===== src/rtl/simmem_bank_timing.sv =====
// Multi-bank row-buffer timing model: per-bank PRE/ACT/ACC sequencing with open-row tracking,
// round-robin completion arbitration across banks.
module simmem_bank_timing #(
  parameter int unsigned NumBanks       = 4,
  parameter int unsigned AddrW          = 16,
  parameter int unsigned RowBufLenW     = 8,
  parameter int unsigned IdW            = 2,
  parameter int unsigned RowHitCost     = 4,
  parameter int unsigned PrechargeCost  = 2,
  parameter int unsigned ActivationCost = 1,
  parameter int unsigned DelayW         = 6
) (
  input  logic              clk_i,
  input  logic              rst_ni,
  input  logic              req_valid_i,
  output logic              req_ready_o,
  input  logic [AddrW-1:0]  req_addr_i,
  input  logic [IdW-1:0]    req_id_i,
  input  logic              req_close_page_i,
  output logic              done_valid_o,
  input  logic              done_ready_i,
  output logic [IdW-1:0]    done_id_o,
  output logic              done_row_hit_o,
  output logic [DelayW-1:0] done_delay_o
);

  localparam int unsigned BankW = $clog2(NumBanks);
  localparam int unsigned RowW  = AddrW - RowBufLenW - BankW;

  localparam logic [2:0] StIdle = 3'd0;
  localparam logic [2:0] StPre  = 3'd1;
  localparam logic [2:0] StAct  = 3'd2;
  localparam logic [2:0] StAcc  = 3'd3;
  localparam logic [2:0] StDone = 3'd4;

  localparam logic [DelayW-1:0] PreCnt = DelayW'(PrechargeCost - 1);
  localparam logic [DelayW-1:0] ActCnt = DelayW'(ActivationCost - 1);
  localparam logic [DelayW-1:0] HitCnt = DelayW'(RowHitCost - 1);
  localparam logic [DelayW-1:0] DlyHit = DelayW'(RowHitCost);
  localparam logic [DelayW-1:0] DlyAct = DelayW'(ActivationCost + RowHitCost);
  localparam logic [DelayW-1:0] DlyPre = DelayW'(PrechargeCost + ActivationCost + RowHitCost);

  logic [2:0]        bank_state_q [NumBanks];
  logic [2:0]        bank_state_d [NumBanks];
  logic [DelayW-1:0] cnt_q        [NumBanks];
  logic [DelayW-1:0] cnt_d        [NumBanks];
  logic [IdW-1:0]    id_q         [NumBanks];
  logic [IdW-1:0]    id_d         [NumBanks];
  logic              row_open_q   [NumBanks];
  logic              row_open_d   [NumBanks];
  logic [RowW-1:0]   open_row_q   [NumBanks];
  logic [RowW-1:0]   open_row_d   [NumBanks];
  logic [RowW-1:0]   req_row_q    [NumBanks];
  logic [RowW-1:0]   req_row_d    [NumBanks];
  logic              close_q      [NumBanks];
  logic              close_d      [NumBanks];
  logic              hit_q        [NumBanks];
  logic              hit_d        [NumBanks];
  logic [DelayW-1:0] delay_q      [NumBanks];
  logic [DelayW-1:0] delay_d      [NumBanks];

  logic [BankW-1:0] rr_q, rr_d;
  logic             lock_q, lock_d;
  logic [BankW-1:0] lock_idx_q, lock_idx_d;

  logic [BankW-1:0] req_bank;
  logic [RowW-1:0]  req_row;
  logic             accept;
  logic [BankW-1:0] arb_idx;
  logic [BankW-1:0] arb_pick;
  logic             arb_found;
  logic [BankW-1:0] grant;
  logic             pop;
  logic             unused_addr;

  assign req_bank    = req_addr_i[RowBufLenW +: BankW];
  assign req_row     = req_addr_i[AddrW-1 -: RowW];
  assign unused_addr = ^req_addr_i[RowBufLenW-1:0];
  assign req_ready_o = (bank_state_q[req_bank] == StIdle);
  assign accept      = req_valid_i & req_ready_o;

  // First DONE bank at or after the round-robin pointer.
  always_comb begin
    arb_pick  = rr_q;
    arb_found = 1'b0;
    arb_idx   = rr_q;
    for (int i = 0; i < NumBanks; i++) begin
      arb_idx = rr_q + BankW'(i);
      if (!arb_found && bank_state_q[arb_idx] == StDone) begin
        arb_pick  = arb_idx;
        arb_found = 1'b1;
      end
    end
  end

  // Once offered, a completion stays locked until popped so stalled outputs never change.
  assign grant        = lock_q ? lock_idx_q : arb_pick;
  assign done_valid_o = lock_q | arb_found;
  assign pop          = done_valid_o & done_ready_i;

  assign done_id_o      = done_valid_o ? id_q[grant]    : '0;
  assign done_row_hit_o = done_valid_o ? hit_q[grant]   : 1'b0;
  assign done_delay_o   = done_valid_o ? delay_q[grant] : '0;

  always_comb begin
    lock_d     = lock_q;
    lock_idx_d = lock_idx_q;
    rr_d       = rr_q;
    if (pop) begin
      lock_d = 1'b0;
      rr_d   = grant + BankW'(1);
    end else if (done_valid_o) begin
      lock_d     = 1'b1;
      lock_idx_d = grant;
    end
  end

  always_comb begin
    for (int b = 0; b < NumBanks; b++) begin
      bank_state_d[b] = bank_state_q[b];
      cnt_d[b]        = cnt_q[b];
      id_d[b]         = id_q[b];
      row_open_d[b]   = row_open_q[b];
      open_row_d[b]   = open_row_q[b];
      req_row_d[b]    = req_row_q[b];
      close_d[b]      = close_q[b];
      hit_d[b]        = hit_q[b];
      delay_d[b]      = delay_q[b];
      case (bank_state_q[b])
        StIdle: begin
          if (accept && req_bank == BankW'(b)) begin
            id_d[b]      = req_id_i;
            close_d[b]   = req_close_page_i;
            req_row_d[b] = req_row;
            if (row_open_q[b] && open_row_q[b] == req_row) begin
              bank_state_d[b] = StAcc;
              cnt_d[b]        = HitCnt;
              hit_d[b]        = 1'b1;
              delay_d[b]      = DlyHit;
            end else if (!row_open_q[b]) begin
              bank_state_d[b] = StAct;
              cnt_d[b]        = ActCnt;
              hit_d[b]        = 1'b0;
              delay_d[b]      = DlyAct;
            end else begin
              bank_state_d[b] = StPre;
              cnt_d[b]        = PreCnt;
              hit_d[b]        = 1'b0;
              delay_d[b]      = DlyPre;
            end
          end
        end
        StPre: begin
          if (cnt_q[b] == '0) begin
            bank_state_d[b] = StAct;
            cnt_d[b]        = ActCnt;
          end else begin
            cnt_d[b] = cnt_q[b] - DelayW'(1);
          end
        end
        StAct: begin
          if (cnt_q[b] == '0) begin
            bank_state_d[b] = StAcc;
            cnt_d[b]        = HitCnt;
            row_open_d[b]   = 1'b1;
            open_row_d[b]   = req_row_q[b];
          end else begin
            cnt_d[b] = cnt_q[b] - DelayW'(1);
          end
        end
        StAcc: begin
          if (cnt_q[b] == '0) begin
            bank_state_d[b] = StDone;
            if (close_q[b]) begin
              row_open_d[b] = 1'b0;
            end
          end else begin
            cnt_d[b] = cnt_q[b] - DelayW'(1);
          end
        end
        StDone: begin
          if (pop && grant == BankW'(b)) begin
            bank_state_d[b] = StIdle;
          end
        end
        default: bank_state_d[b] = StIdle;
      endcase
    end
  end

  always_ff @(posedge clk_i or negedge rst_ni) begin
    if (!rst_ni) begin
      rr_q       <= '0;
      lock_q     <= 1'b0;
      lock_idx_q <= '0;
      for (int b = 0; b < NumBanks; b++) begin
        bank_state_q[b] <= StIdle;
        cnt_q[b]        <= '0;
        id_q[b]         <= '0;
        row_open_q[b]   <= 1'b0;
        open_row_q[b]   <= '0;
        req_row_q[b]    <= '0;
        close_q[b]      <= 1'b0;
        hit_q[b]        <= 1'b0;
        delay_q[b]      <= '0;
      end
    end else begin
      rr_q       <= rr_d;
      lock_q     <= lock_d;
      lock_idx_q <= lock_idx_d;
      for (int b = 0; b < NumBanks; b++) begin
        bank_state_q[b] <= bank_state_d[b];
        cnt_q[b]        <= cnt_d[b];
        id_q[b]         <= id_d[b];
        row_open_q[b]   <= row_open_d[b];
        open_row_q[b]   <= open_row_d[b];
        req_row_q[b]    <= req_row_d[b];
        close_q[b]      <= close_d[b];
        hit_q[b]        <= hit_d[b];
        delay_q[b]      <= delay_d[b];
      end
    end
  end

endmodule


===== config.mk =====
export PLATFORM = sky130hd
export DESIGN_NAME = simmem_bank_timing
export DESIGN_NICKNAME = d
export VERILOG_FILES = /design/src/rtl/simmem_bank_timing.sv
export SDC_FILE = /design/constraint.sdc
export NUM_CORES = 1
export LEC_CHECK = 0
export CAP_MARGIN = 25
export CORE_UTILIZATION = 50
export CTS_BUF_LIST = sky130_fd_sc_hd__clkbuf_4 sky130_fd_sc_hd__clkbuf_8
export DETAILED_ROUTE_END_ITERATION = 16
export GPL_TIMING_DRIVEN = 0
export HOLD_SLACK_MARGIN = 0.1
export PLACE_DENSITY = 0.68
export SYNTH_ARGS = -nofsm -noshare
export SYNTH_HDL_FRONTEND = slang
export SYNTH_SLANG_ARGS = --single-unit

===== constraint.sdc =====
create_clock -name clk_i -period 2.8 [get_ports clk_i]
set_clock_uncertainty 0.1 [all_clocks]
set_input_delay 0.84 -clock clk_i [delete_from_list [all_inputs] [get_ports clk_i]]
set_output_delay 0.84 -clock clk_i [all_outputs]
set_load 0.02 [all_outputs]

# Word-level counts from Yosys, hierarchy flattened
# Cells that the tools add are included.
[op_classes]
mux = 125
reduce_logical = 59
addsub = 8
order_cmp = 6
bitwise = 10
eq_ne = 58
[ops]
columns = ["cell", "count"]
rows = [
  ["$mux 6", 19],
  ["$pmux 6 s4", 4],
  ["$mux 3", 30],
  ["$pmux 3 s5", 4],
  ["$ne 2x2->1 const B", 28],
  ["$mux 2", 27],
  ["$bmux 3 s2", 5],
  ["$mux 1", 29],
  ["$eq 3x2->1 const B", 8],
  ["$eq 3x3->1 const B", 8],
  ["$eq 6x6->1", 4],
  ["$logic_not 6->1", 4],
  ["$sub 6x1->6 const B", 4],
  ["$reduce_and 5->1", 4],
  ["$ge 3x3->1 const B", 6],
  ["$not 2->3", 6],
  ["$reduce_and 2->1", 9],
  ["$reduce_and 4->1", 4],
  ["$reduce_bool 4->1", 4],
  ["$logic_and 1x1->1", 15],
  ["$logic_not 3->1", 5],
  ["$bmux 6 s2", 1],
  ["$eq 3x1->1 const B", 4],
  ["$reduce_and 3->1", 4],
  ["other kinds (13)", 30],
]
[totals]
regBits = 133
in_bits = 23
word_cells = 305
out_inout_bits = 11

# Logic depth before layout (Yosys ltp)
[depth]
depth_word = 21
mapped_depth = 8

# Least setup slack after synthesis
# No wires, ideal clock.
[synth_path]
kind = "reg-to-output"
from = "reg bank_state_q[7] (netlist bit)"
to = "out done_row_hit_o"
setup_slack_ns = -0.058
arrival_ns = 1.918
stages_incl_launch_ff = 9
path_cell_list = "dfrtp_1 buf_4 nor3b_4 nor2_1 a221oi_2 nor2_4 buf_12 mux2i_1 o22ai_1"
[synth_via]
elab_chain_len = 20
[synth_lines]
columns = ["element", "line_no", "text"]
rows = [
  ["start: declaration", "43", "logic [2:0] bank_state_q [NumBanks];"],
  ["start signal: indexed assignment", "197", "bank_state_q[b] <= StIdle;"],
  ["start signal: indexed assignment", "212", "bank_state_q[b] <= bank_state_d[b];"],
  ["$bmux 3 s2", "89", "if (!arb_found && bank_state_q[arb_idx] == StDone) begin"],
  ["$mux 3 (not written as such) (2 in a row)", "89", ""],
  ["$eq 3x3->1", "89", ""],
  ["$mux 1", "89", ""],
  ["$logic_not 1->1", "89", ""],
  ["$logic_and 1x1->1", "89", ""],
  ["$mux 1", "89", ""],
  ["$logic_not 1->1", "89", ""],
  ["(+2 left out)", "n/a", ""],
  ["$logic_not 1->1", "89", ""],
  ["$logic_and 1x1->1", "89", ""],
  ["$mux 2", "89", ""],
  ["$mux 2", "97", "assign grant = lock_q ? lock_idx_q : arb_pick;"],
  ["$not 2->3 (not written as such)", "102", "assign done_row_hit_o = done_valid_o ? hit_q[grant] : 1'b0;"],
  ["$bmux 1 s2", "102", ""],
  ["$mux 1 (not written as such) (2 in a row)", "102", ""],
  ["$mux 1 (*)", "102", ""],
  ["end: declaration", "23", "output logic done_row_hit_o,"],
]
# Mark *: on every way between the ends. The rest lies on a longest branch, timed or not. The select of a mux whose other input is x is not followed.

# Worst setup path in the final report
[layout_path]
from = "reg bank_state_q[6] (netlist bit)"
to = "out done_row_hit_o"
# Same word-level chain as after synthesis.

==> results by group <==
Placement
  – Final RePlAce weighted congestion: 0.8166
  – Area post-placement: 6703 sq um
  – Detailed placement HPWL: 9.495 mm
  – Port Buffer Count: 15

Routing
  – Remaining antenna violation count after routing: 0
  – Total detailed-routing wirelength: 13.98 mm
  – Via count: 4942
  – DRC: 0
  – 1st-pass router iterations: 5
  – DRC violation total after the first TritonRoute iteration: 291
  – WL/cell: 15.55 microns
  – Detailed-route vias per instance: 5.497

Logic synthesis
  – Number of enable flip-flop cells after synthesis: 0
  – Largest area contributor in the synthesized netlist: sky130_fd_sc_hd__dfrtp_1
  – Summed instance area of the synthesized netlist: 6294 sq um
  – Sequential fraction of the synthesis area: 48.11%
  – Top flip-flop cell by instance count after synthesis: sky130_fd_sc_hd__dfrtp_1
  – Mean post-synth cell area: 9.550 sq um
  – Cell count after synthesis: 659
  – Synth Register Bits: 121
  – FFs w/ async S/R, synth: 100.0%
  – Warnings, synthesis: 0
  – Portion of synthesized cell area occupied by the leading cell type: 48.11%
  – Cell types with the largest area share after synthesis: sky130_fd_sc_hd__dfrtp_1 (48%), sky130_fd_sc_hd__nand2_1 (9.3%), sky130_fd_sc_hd__mux2_2 (4.3%)
  – Post-synth cell types: 69

Clocking
  – CTS tree: done
  – Number of buffers on the longest clock path: 2
  – Total CTS buffers: 17
  – Clk sinks: 121
  – Clk Latency, worst-skew pair: 0.45 ns
  – Clock transition at the registers of the reported paths: 0.07 ns
  – # H-tree levels: 4
  – Clk root buf: sky130_fd_sc_hd__clkbuf_8

STA
  – Unrepaired setup endpoints after global routing: true
  – Final hold violation count: 0
  – Hold Slack: 0.2201 ns
  – Slew @ Worst Pin: 0.6568 ns
  – Setup TNS after final layout: -3.659 ns
  – Total setup violations reported at the end of the flow: 6
  – Final setup margin: -0.6492 ns
  – Final Critical Period: 3.449 ns
  – Max Fclk: 289.9 MHz
  – Rel. slew slack: 55.97%
  – Crit share post-route: 123.2%
  – Final slew viol count: 0

Status
  – Violations in the final reports: setup timing
  – Result of the run: finished, violations left

GRT
  – Global-route wire length before repair: 23.78 mm
  – Number of global-route vias before repair: 4960
  – Total overflow reported by the global router: 0
  – Initial antenna violation count: 0
  – Global-route usage over all layers: 23.90%
  – Pin count of the biggest net entering global routing: 71

Cells and area
  – Antenna cell count: 0
  – Area Growth Syn to Fin: 18.47%
  – Post-route cell area: 7456 sq um
  – Share of layout cells above drive strength 1: 20.93%
  – Number of nets at the end of the flow: 748
  – Final core utilization: 61.31%

Power and ir drop
  – Power density over cell area: 1178 nW/um^2
  – Total chip power: 8.781 mW
  – Reported leakage power: 3.459 nW
  – Worst supply voltage drop on vdd: 0.6772 mV

Die
  – Die ar.: 13040 sq um
  – Chip Height: 114.2 microns
  – Starting density of the core: 51.75%
  – Chip width: 114.2 microns
  – Area of the placeable core: 12160 sq um
  – Number of I/O pins: 34
  – Std-Cell Rows: 40

Setup path
  – Data arrival time of the critical path: 2.51 ns
  – Path depth of the worst reg2reg path: 7
  – Launching point of the worst reg2reg path: cnt_q[6]$_DFFE_PN0P_
  – Worst Path Max Fanout: 6
  – Crit path required time: 1.86 ns
  – Startpoint type of the worst setup path: flip-flop
  – Worst r2r dst: open_row_q[9]$_DFFE_PN0P_
  – Endpoint kind of the worst setup timing path: output port
  – Type of the worst setup path: reg2out
  – Slack of the worst reg-to-reg path: 0.47 ns

Hold path
  – Worst Hold Class: in2async

Run
  – Max-cap violations: 0
-- stage by stage --
stage                     setup WS (ns)  std cells
after floorplan                -0.05846        661
after CTS                       -0.6538        889
after global routing            -0.7498        899
after global placement           -3.876        844
final                           -0.6492        899
after detailed placement        -0.8557        845
-- worst max path at each step --
stage | from | to | depth (start not counted)
floorplan | bank_state_q[7]$_DFFE_PN0P_ | done_delay_o[0] | 8
global placement | rst_ni | cnt_q[10]$_DFFE_PN0P_ | 1
detailed placement | bank_state_q[1]$_DFFE_PN0P_ | done_delay_o[0] | 8
CTS | bank_state_q[1]$_DFFE_PN0P_ | done_row_hit_o | 10
global route | bank_state_q[8]$_DFFE_PN0P_ | done_id_o[1] | 9
finish | bank_state_q[6]$_DFFE_PN0P_ | done_row_hit_o | 8
-- layout by cell type, fill, tap and decap left out, drive strengths merged, types with 12 or more instances in the layout --
master	Yosys	final
a21oi	30	30
dfrtp	121	121
xnor2	13	13
inv	23	23
buf	15	48
nand2	156	156
o21ai	42	42
mux2	28	28
nor2	52	53
xor2	16	16
nor3	15	15
clkbuf	16	37
mux2i	12	12
-- power by group --
group          leakage (nW)  internal (mW)  switching, mW
logic                  1.74           1.86           2.13
registers              1.50           2.51          0.588
clock network         0.218          0.985          0.713
total                  3.46           5.35           3.43
-- sequential cells by signal (all words and copies together), names as in the netlist --
signal	cells
row_open_q	4
id_q	8
cnt_q	24
open_row_q	24
hit_q	4
req_row_q	24
rr_q	2
delay_q	12
lock_idx_q	2
bank_state_q	12
close_q	4
lock_q	1
-- cells by family (layout without fill, tap and decap cells) --
kind of cell	after synthesis	in the layout	share of synthesized area, %
AOI/OAI and AO/OA	124	124	13.00
buffers and inverters	54	123	4.234
adders and majority gates	7	7	1.392
muxes	41	41	7.276
and+or+nand+nor	282	283	21.89
xor gates and xnor gates	29	29	4.036
DFF	121	121	48.11
other	1	3	0.05958
-- synth_stat cells, types with 3 or more instances --
cell type and n:
sky130_fd_sc_hd__xor2_1 16, sky130_fd_sc_hd__o22a_1 3, sky130_fd_sc_hd__buf_2 4, sky130_fd_sc_hd__a21o_1 8, sky130_fd_sc_hd__nand3_1 11, sky130_fd_sc_hd__nand2b_1 10
sky130_fd_sc_hd__o22ai_1 8, sky130_fd_sc_hd__o31ai_1 8, sky130_fd_sc_hd__a21oi_1 28, sky130_fd_sc_hd__nor4_1 7, sky130_fd_sc_hd__nor3b_2 3, sky130_fd_sc_hd__o21ai_2 3
sky130_fd_sc_hd__and3_1 4, sky130_fd_sc_hd__xnor2_1 13, sky130_fd_sc_hd__nand2_1 156, sky130_fd_sc_hd__buf_4 7, sky130_fd_sc_hd__nor3_4 3, sky130_fd_sc_hd__clkbuf_1 15
sky130_fd_sc_hd__nor3_1 7, sky130_fd_sc_hd__or2_1 3, sky130_fd_sc_hd__nor3_2 5, sky130_fd_sc_hd__inv_1 23, sky130_fd_sc_hd__ha_1 7, sky130_fd_sc_hd__a211oi_1 5
sky130_fd_sc_hd__dfrtp_1 121, sky130_fd_sc_hd__o21a_1 3, sky130_fd_sc_hd__mux2_2 24, sky130_fd_sc_hd__mux2_1 4, sky130_fd_sc_hd__o21ai_0 34, sky130_fd_sc_hd__mux2i_1 12
sky130_fd_sc_hd__nor2_1 51, sky130_fd_sc_hd__o21ai_1 5
-- critical path, cell delays in order (launching register included) --
cell	delay, ns
sky130_fd_sc_hd__dfrtp_1	0.41
sky130_fd_sc_hd__nor3b_4	0.41
sky130_fd_sc_hd__nor2_4	0.07
sky130_fd_sc_hd__a221oi_4	0.35
sky130_fd_sc_hd__nor2_4	0.13
sky130_fd_sc_hd__buf_12	0.17
sky130_fd_sc_hd__mux2i_4	0.19
sky130_fd_sc_hd__o22ai_2	0.17
sky130_fd_sc_hd__buf_6	0.15
-- repair_timing --
action	CTS	global route
cloned	1	0
gates resized for setup	67	21
pin swaps	11	10
setup buffers	11	12
endpoints found under the hold margin	0	0
setup endpoints to repair	8	8
hold buffers	0	0
-- cell type report --
| cell class | instances | area, sq um |
|---|---|---|
| Inverter | 23 | 86.33 |
| Multi-Input combinational cell | 487 | 3152 |
| Clock buffer | 22 | 296.5 |
| Fill cell | 1026 | 4706 |
| Buffer | 30 | 200.2 |
| Clock inverter | 10 | 141.4 |
| Tap cell | 168 | 210.2 |
| Timing Repair Buffer | 38 | 341.6 |
| Sequential cell | 121 | 3028 |
-- layer usage --
layer / global-route usage [%] / wire length, microns / up-vias
li1: - / - / 2375
met1: 31.12 / 6431 / 2429
met2: 38.22 / 6699 / 115
met3: 6.194 / 620 / 23
met4: 9.610 / 229 / 0
met5: 0 / 0 / -
(Power assumes the default switching activity.)
